===== config.mk =====
export PLATFORM = sky130hd
export DESIGN_NAME = multicycle_controller
export DESIGN_NICKNAME = d
export VERILOG_FILES = /design/src/rtl/multicycle_controller.sv
export SDC_FILE = /design/constraint.sdc
export NUM_CORES = 1
export LEC_CHECK = 0
export CAP_MARGIN = 20
export CORE_UTILIZATION = 38
export CTS_CLUSTER_SIZE = 30
export DETAILED_ROUTE_END_ITERATION = 6
export PLACE_DENSITY = 0.76
export SETUP_SLACK_MARGIN = 0.2
export SYNTH_ARGS = -nofsm -noshare
export SYNTH_HDL_FRONTEND = slang
export SYNTH_SLANG_ARGS = --single-unit

===== constraint.sdc =====
create_clock -name clk -period 1.6 [get_ports clk]
set_input_delay 0.32 -clock clk [delete_from_list [all_inputs] [get_ports clk]]
set_output_delay 0.32 -clock clk [all_outputs]
set_load 0.05 [all_outputs]

===== src/rtl/multicycle_controller.sv =====
// multicycle_controller: Moore control FSM sequencing the shared multi-cycle RISC-V datapath.
// Optional macro ILLEGAL_TRAP_EN: unsupported opcodes park in TRAP with illegal_op raised.
module multicycle_controller #(
  parameter int STATE_W = 4
) (
  input  logic       clk,
  input  logic       rst,
  input  logic [6:0] OP,
  input  logic       Zero,
  output logic       PCWrite,
  output logic       AdrSrc,
  output logic       MemWrite,
  output logic       IRWrite,
  output logic [1:0] ResultSrc,
  output logic [1:0] ALUSrcA,
  output logic [1:0] ALUSrcB,
  output logic [1:0] ALUOp,
  output logic       RegWrite,
  output logic [1:0] ImmSrc,
  output logic       instr_done
`ifdef ILLEGAL_TRAP_EN
  ,
  output logic       illegal_op
`endif
);

  localparam logic [3:0] S_FETCH    = 4'd0;
  localparam logic [3:0] S_DECODE   = 4'd1;
  localparam logic [3:0] S_MEMADR   = 4'd2;
  localparam logic [3:0] S_MEMREAD  = 4'd3;
  localparam logic [3:0] S_MEMWB    = 4'd4;
  localparam logic [3:0] S_MEMWRITE = 4'd5;
  localparam logic [3:0] S_EXECUTER = 4'd6;
  localparam logic [3:0] S_EXECUTEI = 4'd7;
  localparam logic [3:0] S_ALUWB    = 4'd8;
  localparam logic [3:0] S_BEQ      = 4'd9;
  localparam logic [3:0] S_JAL      = 4'd10;
`ifdef ILLEGAL_TRAP_EN
  localparam logic [3:0] S_TRAP     = 4'd11;
`endif

  localparam logic [6:0] OP_LW   = 7'b0000011;
  localparam logic [6:0] OP_SW   = 7'b0100011;
  localparam logic [6:0] OP_R    = 7'b0110011;
  localparam logic [6:0] OP_I    = 7'b0010011;
  localparam logic [6:0] OP_BEQ  = 7'b1100011;
  localparam logic [6:0] OP_JAL  = 7'b1101111;

  logic [STATE_W-1:0] state_q, state_d;
  logic op_known;
  logic pc_update, branch, mem_write, ir_write, reg_write, done;

  assign op_known = (OP == OP_LW) || (OP == OP_SW) || (OP == OP_R) ||
                    (OP == OP_I) || (OP == OP_BEQ) || (OP == OP_JAL);

  always_comb begin
    state_d = S_FETCH;
    case (state_q)
      S_FETCH: state_d = S_DECODE;
      S_DECODE: begin
        if (!op_known) begin
`ifdef ILLEGAL_TRAP_EN
          state_d = S_TRAP;
`else
          state_d = S_FETCH;
`endif
        end else begin
          case (OP)
            OP_LW, OP_SW: state_d = S_MEMADR;
            OP_R:         state_d = S_EXECUTER;
            OP_I:         state_d = S_EXECUTEI;
            OP_BEQ:       state_d = S_BEQ;
            default:      state_d = S_JAL;
          endcase
        end
      end
      S_MEMADR:   state_d = (OP == OP_LW) ? S_MEMREAD : S_MEMWRITE;
      S_MEMREAD:  state_d = S_MEMWB;
      S_EXECUTER: state_d = S_ALUWB;
      S_EXECUTEI: state_d = S_ALUWB;
      S_JAL:      state_d = S_ALUWB;
`ifdef ILLEGAL_TRAP_EN
      S_TRAP:     state_d = S_TRAP;
`endif
      default:    state_d = S_FETCH;
    endcase
  end

  always_ff @(posedge clk or posedge rst) begin
    if (rst) state_q <= S_FETCH;
    else     state_q <= state_d;
  end

  always_comb begin
    pc_update = 1'b0;
    branch    = 1'b0;
    mem_write = 1'b0;
    ir_write  = 1'b0;
    reg_write = 1'b0;
    done      = 1'b0;
    AdrSrc    = 1'b0;
    ResultSrc = 2'b00;
    ALUSrcA   = 2'b00;
    ALUSrcB   = 2'b00;
    ALUOp     = 2'b00;
    case (state_q)
      S_FETCH: begin
        ir_write = 1'b1; ALUSrcB = 2'b10; ResultSrc = 2'b10; pc_update = 1'b1;
      end
      S_DECODE: begin
        ALUSrcA = 2'b01; ALUSrcB = 2'b01;
`ifndef ILLEGAL_TRAP_EN
        // Unknown opcode retires here as a NOP.
        done = ~op_known;
`endif
      end
      S_MEMADR:   begin ALUSrcA = 2'b10; ALUSrcB = 2'b01; end
      S_MEMREAD:  AdrSrc = 1'b1;
      S_MEMWB:    begin ResultSrc = 2'b01; reg_write = 1'b1; done = 1'b1; end
      S_MEMWRITE: begin AdrSrc = 1'b1; mem_write = 1'b1; done = 1'b1; end
      S_EXECUTER: begin ALUSrcA = 2'b10; ALUSrcB = 2'b00; ALUOp = 2'b10; end
      S_EXECUTEI: begin ALUSrcA = 2'b10; ALUSrcB = 2'b01; ALUOp = 2'b10; end
      S_ALUWB:    begin reg_write = 1'b1; done = 1'b1; end
      S_JAL:      begin ALUSrcA = 2'b01; ALUSrcB = 2'b10; pc_update = 1'b1; end
      S_BEQ: begin
        ALUSrcA = 2'b10; ALUOp = 2'b01; branch = 1'b1; done = 1'b1;
      end
      default: ;
    endcase
  end

  always_comb begin
    ImmSrc = 2'b00;
    case (OP)
      OP_SW:   ImmSrc = 2'b01;
      OP_BEQ:  ImmSrc = 2'b10;
      OP_JAL:  ImmSrc = 2'b11;
      default: ImmSrc = 2'b00;
    endcase
  end

  // Reset parks the FSM in FETCH asynchronously; enables are additionally masked while it is held.
  assign PCWrite    = ~rst & (pc_update | (branch & Zero));
  assign IRWrite    = ~rst & ir_write;
  assign MemWrite   = ~rst & mem_write;
  assign RegWrite   = ~rst & reg_write;
  assign instr_done = ~rst & done;
`ifdef ILLEGAL_TRAP_EN
  assign illegal_op = (state_q == S_TRAP);
`endif

endmodule


==> metrics.log, run 1 <==
[metrics] status: stopped before the end
[metrics] failing step: detailed placement (3_5_place_dp)
[metrics] first error message: [ERROR DPL-0038] Utilization greater than 100%, impossible to legalize
[metrics] count of standard-cell rows: 12
[metrics] portion of synthesized cell area occupied by the leading cell type: 20.1%
[metrics] synth top area cells: dfrtp_1, nor2_1, a21oi_1, nor3_1, clkbuf_1
[metrics] total of buffers placed on input and output ports: 25
[metrics] netlist area before placement: between 400 and 500 um2
[metrics] cell accounting for the most synthesized area: dfrtp_1
[metrics] Top FF cell, synth: dfrtp_1
[metrics] Starting Density: 43.2%
[metrics] async set or reset register ratio after synthesis: 100%
[metrics] number of warnings printed during yosys synthesis: 0
[metrics] post-synthesis adder-cell area fraction: 0%
[metrics] sequential share of the synthesized area: 20.1%
[metrics] Chip Height: 38.2 um
[metrics] main combinational cell family by area after synthesis: simple AND/OR/NAND/NOR gates
[metrics] number of primary I/O pins: 26
[metrics] share of the synthesized area in compound gates (AO/OA/AOI/OAI): 22.6%
[metrics] post-synthesis register bit count: 4
[metrics] x dimension of the die: 38.2 um
[metrics] Syn Nets: 83
[metrics] count of different cell masters after synthesis: 31
[metrics] area fraction in and, or, nand and nor cells after synthesis: 43.6%
[metrics] post-synthesis xor/xnor area fraction: 7.02%
[metrics] number of enable flip-flop cells after synthesis: 0
[metrics] Final Wtd Congestion: 0.821
[metrics] mux contribution to synthesized area: 0%
[metrics] Avg Synthesized Cell Area: 6.84 um2
[metrics] post-synthesis cell count: 73
-- stage by stage --
| stage | setup TNS, ps | worst slack [ps] | hold WS, ps | std cells |
|---|---|---|---|---|
| floorplan | -1600 | -272 | 86.1 | 73 |
| global placement | -1940 | -405 | 669 | 131 |
-- cell usage after synthesis, types with 2 or more instances --
library cell and count:
nand2_1 3, or3_1 2, nor4_1 2, nor3_1 6, xnor2_1 3, dfrtp_1 4
and2_1 2, a21oi_1 6, nand2b_1 3, clkbuf_1 7, inv_1 2, nor2b_1 2
or2_2 2, nor2_1 12
-- logic make-up after synthesis --
kind of cell / after synthesis
AO/OA/AOI/OAI: 16
XOR/XNOR: 4
buffers and inverters: 9
flip-flops: 4
AND/OR/NAND/NOR: 40
==> inputs of run 2 (changes only) <==
- CORE_AREA: unset -> 2 2 63 65
- CORE_UTILIZATION: 38 -> unset
- CTS_CLUSTER_SIZE: 30 -> unset
- DIE_AREA: unset -> 0 0 65 67
- PLACE_DENSITY: 0.76 -> unset
- PLACE_DENSITY_LB_ADDON: unset -> 0.15
- SETUP_SLACK_MARGIN: 0.2 -> unset
==> run 2 against run 1 <==
Against the previous run: the flow now finishes, with violations (negative setup slack); synthesized area is the same; synthesized cell count is the same.
==> metrics.log, run 2 <==
[metrics] total power divided by cell area: 1070 nW/um2
[metrics] Avg Synthesized Cell Area: 6.84 um2 (unchanged)
[metrics] layout cells sized above 1: 81.2%
[metrics] vias after detailed routing: 802
[metrics] Syn Nets: 83 (unchanged)
[metrics] net switching power: 793 uW
[metrics] biggest regs: state_q: 4 flops
[metrics] Starting Density: 13.8% (-29 points)
[metrics] number of enable flip-flop cells after synthesis: 0 (unchanged)
[metrics] wire per inst: 11.7 um
[metrics] final standard cell utilization of the core: 46.4%
[metrics] minimum period implied by the final worst setup slack: approximately 1800 ps
[metrics] worst slack, placed: -507 ps
[metrics] family with the most delay on the worst path: flip-flops
[metrics] all-layer global routing usage: 10.4%
[metrics] buffers and inverters on the worst path: 2
[metrics] Filler Cell Count: 341
[metrics] via count of the first global-routing pass: around 760
[metrics] capturing instance or port of the critical path: PCWrite
[metrics] hold-fix buffers at CTS: 0
[metrics] top-count cell post-synth: nor2_1
[metrics] final clock period utilization by the worst path: 115%
[metrics] async set or reset register ratio after synthesis: 100% (unchanged)
[metrics] max-cap violation count: 0
[metrics] TritonCTS Sinks: 4
[metrics] status: finished with violations
[metrics] gr ovfl total: 0
[metrics] Critical Path Source: state_q[1]$_DFF_PP0_
[metrics] post-route design area: 1670 um2
[metrics] Largest register FFs: 4
[metrics] Worst R2R Start: state_q[1]$_DFF_PP0_
[metrics] data arrival time of the critical path: 1520 ps
[metrics] critical path capture point type: output pin
[metrics] pin count of the biggest net entering global routing: 13
[metrics] portion of synthesized cell area occupied by the leading cell type: 20.1% (unchanged)
[metrics] commonest non-fill, non-tap cells in the layout: buf_4, buf_12, buf_6
[metrics] Total Routed Length: between 2 and 2.5 mm
[metrics] part of the total power dissipated in combinational logic: 80.6%
[metrics] cells traversed along the worst timing path: buf_6, xor2_4, nor3_4, a31oi_2, nor2_4, buf_12
[metrics] Post-layout nets: 150
[metrics] worst voltage drop across the vdd grid: 0.000399 V
[metrics] violated checks: negative setup slack
[metrics] most frequent standard cell in the layout excluding fill and tap cells: buf_4
[metrics] critical-path maximum fanout: 8
[metrics] Std-Cell Core Area: 3610 um2
[metrics] number of buffers inserted during clock tree synthesis: 3
[metrics] worst setup slack after layout: -244 ps
[metrics] total count of hold-check failures in the final report: 0
[metrics] clk buf depth: 2
[metrics] Initial DRT Pass Iterations: 2
[metrics] Crit path depth: 6
[metrics] DRC viols: 0
[metrics] count of different cell masters after synthesis: 31 (unchanged)
[metrics] post-synthesis register bit count: 4 (unchanged)
[metrics] Root Buffer: clkbuf_8
[metrics] setup slack on the worst flop-to-flop path: about 150 ps
[metrics] Data required, critical path: 1280 ps
[metrics] number of nets with antenna violations after detailed routing: 0
[metrics] instance area after placement: between 1000 and 1500 um2
[metrics] leading cell types by count after synthesis: nor2_1, clkbuf_1, a21oi_1, nor3_1, dfrtp_1
[metrics] starting DRC count in detailed routing: 7
[metrics] capture point of the worst reg-to-reg path: state_q[1]$_DFF_PP0_
[metrics] number of primary I/O pins: 26 (unchanged)
[metrics] initial antenna violation count: 0
[metrics] clock skew: 0.831 ps
[metrics] kind of launch point of the worst setup path: flop
[metrics] area of the multi-input gates: ~700 um2
[metrics] cell accounting for the most synthesized area: dfrtp_1
[metrics] total of buffers placed on input and output ports: 25 (unchanged)
[metrics] fraction of power spent switching nets: 44.5%
[metrics] upper clock frequency limit: 542 MHz
[metrics] Power, Total: between 1500 and 2000 uW
[metrics] x dimension of the die: 65 um (+70%)
[metrics] synth top area cells: dfrtp_1, nor2_1, a21oi_1, nor3_1, clkbuf_1
[metrics] register name with the most flops: state_q
[metrics] setup repair after global routing missed its margin: true
[metrics] post-synthesis cell count: 73 (unchanged)
[metrics] Worst Reg2Reg Path Length in Cells: 5
[metrics] Final Wtd Congestion: 0.713 (-13%)
[metrics] insertion delay to the later sink of the worst-skew pair: 220 ps
[metrics] final max-slew violation count: 0
[metrics] H-tree depth: 1
[metrics] floorplan die area: 4360 um2
[metrics] Diodes inserted: 0
[metrics] count of standard-cell rows: 22 (+10)
[metrics] maximum single-stage delay on the critical path: slightly above 400 ps
[metrics] area of all sequential standard cells: 101 um2
[metrics] path class of the lowest-slack min-delay path: in2async
[metrics] tightest slew margin relative to the limit: between 80% and 90%
[metrics] actual slew at the worst max-slew pin: 268 ps
[metrics] clock power share: 11.9%
[metrics] leakage dissipation: between 0.0006 and 0.0007 uW
[metrics] worst hold slack: about 250 ps
[metrics] clock-pin slew reported for the worst setup and hold paths after clock tree synthesis: 30 ps
[metrics] total half-perimeter wirelength after legalization and detailed placement: roughly 1.5 mm
[metrics] number of warnings printed during yosys synthesis: 0 (unchanged)
[metrics] Chip Height: 67 um (+75%)
[metrics] standard cell with the maximum stage delay on the critical path: dfrtp_1
[metrics] via count normalized by instance count: 4.31
[metrics] Setup Viol. Count Final: 14
[metrics] Int Pwr: 989 uW
[metrics] sequential power share: between 7 and 8%
[metrics] classification of the worst setup path: reg2out
[metrics] Top FF cell, synth: dfrtp_1
[metrics] Area growth syn-to-layout: 235%
[metrics] netlist area before placement: 499 um2 (unchanged)
[metrics] wire length of the first global-routing pass: 3.54 mm
[metrics] sequential share of the synthesized area: 20.1% (unchanged)
[metrics] TritonCTS clock tree: built
run 2: cell counts after synthesis:
No cell type changed its count.
run 2: worst min path at each step:
stage | start | slack (ps) | endpoint
after detailed placement | state_q[3]$_DFF_PP0_ | 590 | state_q[3]$_DFF_PP0_
final | rst | 250 | state_q[0]$_DFF_PP0_
after global routing | rst | 280 | state_q[1]$_DFF_PP0_
after CTS | rst | 570 | state_q[0]$_DFF_PP0_
after global placement | state_q[3]$_DFF_PP0_ | 580 | state_q[3]$_DFF_PP0_
after floorplan | rst | 90 | state_q[0]$_DFF_PP0_
run 2: final cells by class:
cell class,instances,area share (%)
clock buffer,3,2.47
inverter,2,0.449
multi-input combinational,60,41.3
sequential,4,6.06
tap,48,3.59
timing repair buffer,69,46.1
run 2: kinds of logic (layout without fill, tap and decap cells):
kind of cell / count (synthesis) / after routing / synth area share (%)
compound gates: 16 / 16 / 22.6
flops: 4 / 4 / 20.1
simple gates: 40 / 40 / 43.6
xor+xnor: 4 / 4 / 7.02
buf+inv: 9 / 74 / 6.77
run 2: worst register-to-register path, stage by stage (launching register included):
cell	delay, ps
dfrtp_1	400
buf_6	180
inv_1	70
buf_4	150
or3_4	360
a211oi_2	200
run 2: metrics by stage:
step	TNS, ps	std cells
after CTS	-2600	183
after global placement	-2490	171
after floorplan	-1600	73
after detailed placement	-2520	171
after global routing	-3340	186
final	-2590	186
run 2: power groups by stage:
stage | registers [uW] | clock network [uW] | logic, uW
finish | 134 | 212 | 1440
global route | 137 | 222 | 1500
CTS | 131 | 215 | 1370
detailed placement | 130 | 0 | 1220
global placement | 129 | 0 | 1220
floorplan | 130 | 0 | 621
run 2: per-layer routing:
layer	vias to the layer above	GRT usage [%]	wire length [um]
li1	395	-	-
met1	382	11.7	860
met2	23	19.8	1190
met3	2	1.86	120
met4	0	3.19	14
met5	-	0	0
run 2: timing repair:
action / 4_1_cts / 5_1_grt
pin swaps: 15 / 16
endpoints found under the setup margin: 17 / 17
resized for setup: 55 / 27
setup buffers: 10 / 5
Note: power is estimated with default switching activity, not from simulation.
==> patch, RTL diff (flow settings as in run 2) <==
The option `ILLEGAL_TRAP_EN` is turned on by a define.
--- a/src/rtl/multicycle_controller.sv
+++ b/src/rtl/multicycle_controller.sv
@@ -1,5 +1,7 @@
 // multicycle_controller: Moore control FSM sequencing the shared multi-cycle RISC-V datapath.
 // Optional macro ILLEGAL_TRAP_EN: unsupported opcodes park in TRAP with illegal_op raised.
+`define ILLEGAL_TRAP_EN
+
 module multicycle_controller #(
   parameter int STATE_W = 4
 ) (
Formal check against the unedited RTL (old outputs only; new: illegal_op): not equivalent (Yosys sat finds a counterexample within 4 cycles, from zero or initial values and one cycle with rst high).
==> patch against run 2 <==
The flow still finishes with violations (negative setup slack); setup slack better by 0.047 ns; area after synthesis rose by 14%; wire length decreased by 9.1%; total power up 69%; sequential cell count is the same; cell area shrank 12%; utilization decreased by 5.6 points; synthesized cell count down 6.8%; critical path depth down 2; largest power group unchanged; highest routed layer unchanged.
==> patch: results (changes against run 2) <==
| Metric | Value |
|---|---|
| Routability cong. | `0.6974 (-2.1%)` |
| Register area share after synthesis | `17.62% (-2.4 points)` |
| Slack of the critical path | `-0.1965 ns (+0.04715 ns)` |
| Final setup violation count | `12 (-2)` |
| CTS resizes | `27 (-51%)` |
| Total Routing Usage GR | `10.10% (-0.35 points)` |
| M3 GR Usage | `2.534% (+0.68 points)` |
| Top post-synthesis cells by count | `5 x a21oi_1, 5 x nor3_1` |
| Num CTS Buffers | `3 (unchanged)` |
| Met2 Use GR | `18.04% (-1.8 points)` |
| Worst EP arrival | `1.48 ns (-0.04 ns)` |
| Port buffer count | `26 (+4.0%)` |
| Pin count of the biggest net entering global routing | `9 (-4)` |
| Initial detailed-routing violation count | `17 (+10)` |
| Mapped Nets | `78 (-6.0%)` |
| Failing checks | `negative setup slack` |
| Post-synth cell types | `38 (+23%)` |
| Nets | `133 (-11%)` |
| Status | `finished, violations left` |
| Post-CTS Setup Inserts | `5 (-5)` |
| First-pass GRT wire length | `3.387 mm (-4.3%)` |
| Top delay family on crit path | `simple AND/OR/NAND/NOR gates` |
| Max stage delay on crit path | `0.48 ns (+0.07 ns)` |
| Drt first pass iters | `4 (+2)` |
| Lkg Pwr | `0.6035 nW (-11%)` |
| DRT met1 WL | `809 um (-5.9%)` |
| Share of layout cells above drive strength 1 | `64.46% (-17 points)` |
| Pre-CTS setup slack | `-0.2326 ns (+0.2742 ns)` |
| Worst slew pin tran | `0.3369 ns (+0.06915 ns)` |
| Total routed wirelength | `1.987 mm (-9.1%)` |
| Worst-case clock skew | `0.0009471 ns (+0.0001166 ns)` |
| CP max-delay cell | `dfrtp_2` |
| Vias in the first global route | `741 (-1.9%)` |
| DP HPWL | `1.536 mm (-0.88%)` |
| Via count | `732 (-8.7%)` |
| Post-synthesis xor/xnor area fraction | `4.626% (-2.4 points)` |
| Post-synthesis compound-gate area fraction | `20.04% (-2.5 points)` |
| Fillers | `362 (+6.2%)` |
| Met3 Routed Length | `113 um (-5.8%)` |
## patch: cell types whose count changed in the layout (fill, tap and decap cells not counted), moves of 3 or more
| cell | run 2 | this run |
|---|---|---|
| nor2_4 | 7 | 1 |
| nor2_2 | 3 | 0 |
| nand2b_4 | 3 | 0 |
| nand3b_1 | 1 | 4 |
| dfrtp_2 | 1 | 4 |
| dfrtp_1 | 3 | 0 |
| buf_2 | 3 | 0 |
| buf_4 | 33 | 23 |
| dlygate4sd2_1 | 1 | 6 |
## patch: path summary, 6_finish.rpt
kind | from | end | slack [ns] | depth (start not counted)
max reg2reg | state_q[2] | state_q[0] | 0.12 | 5
min reg2reg | state_q[0] | state_q[2] | 0.76 | 2
min in group clk | OP[5] | state_q[1] | 0.71 | 5
max | state_q[1] | PCWrite | -0.20 | 4
max in group asynchronous | rst | state_q[0] | 1.12 | 3
min | rst | state_q[2] | 0.37 | 3
## patch: stage by stage
step	TNS, ns	cell area (um2)	hold WS, ns	cells
floorplan	-1.687	666.9	0.1021	68
global placement	-1.116	1272	0.7996	160
detailed placement	-1.275	1272	0.8093	160
CTS	-1.158	1421	0.3775	167
global route	-1.878	1471	0.4075	169
finish	-1.207	1471	0.3691	169
## patch: area by class of cell
type / instances / area, um2 / area share, %
repair buffers: 57 / 685.7 / 46.60
multi-input cells: 55 / 571.8 / 38.86
flip-flops and latches: 4 / 105.1 / 7.143
well taps: 48 / 60.06 / 4.082
clock buffers: 3 / 41.29 / 2.806
inverters: 2 / 7.507 / 0.5102
## patch: where the power goes
part,internal (W),switching [W],total (W)
registers,0.000156,0.000110,0.000266
clock network,0.000160,0.0000529,0.000213
logic,0.00128,0.00125,0.00253
total,0.00160,0.00142,0.00301
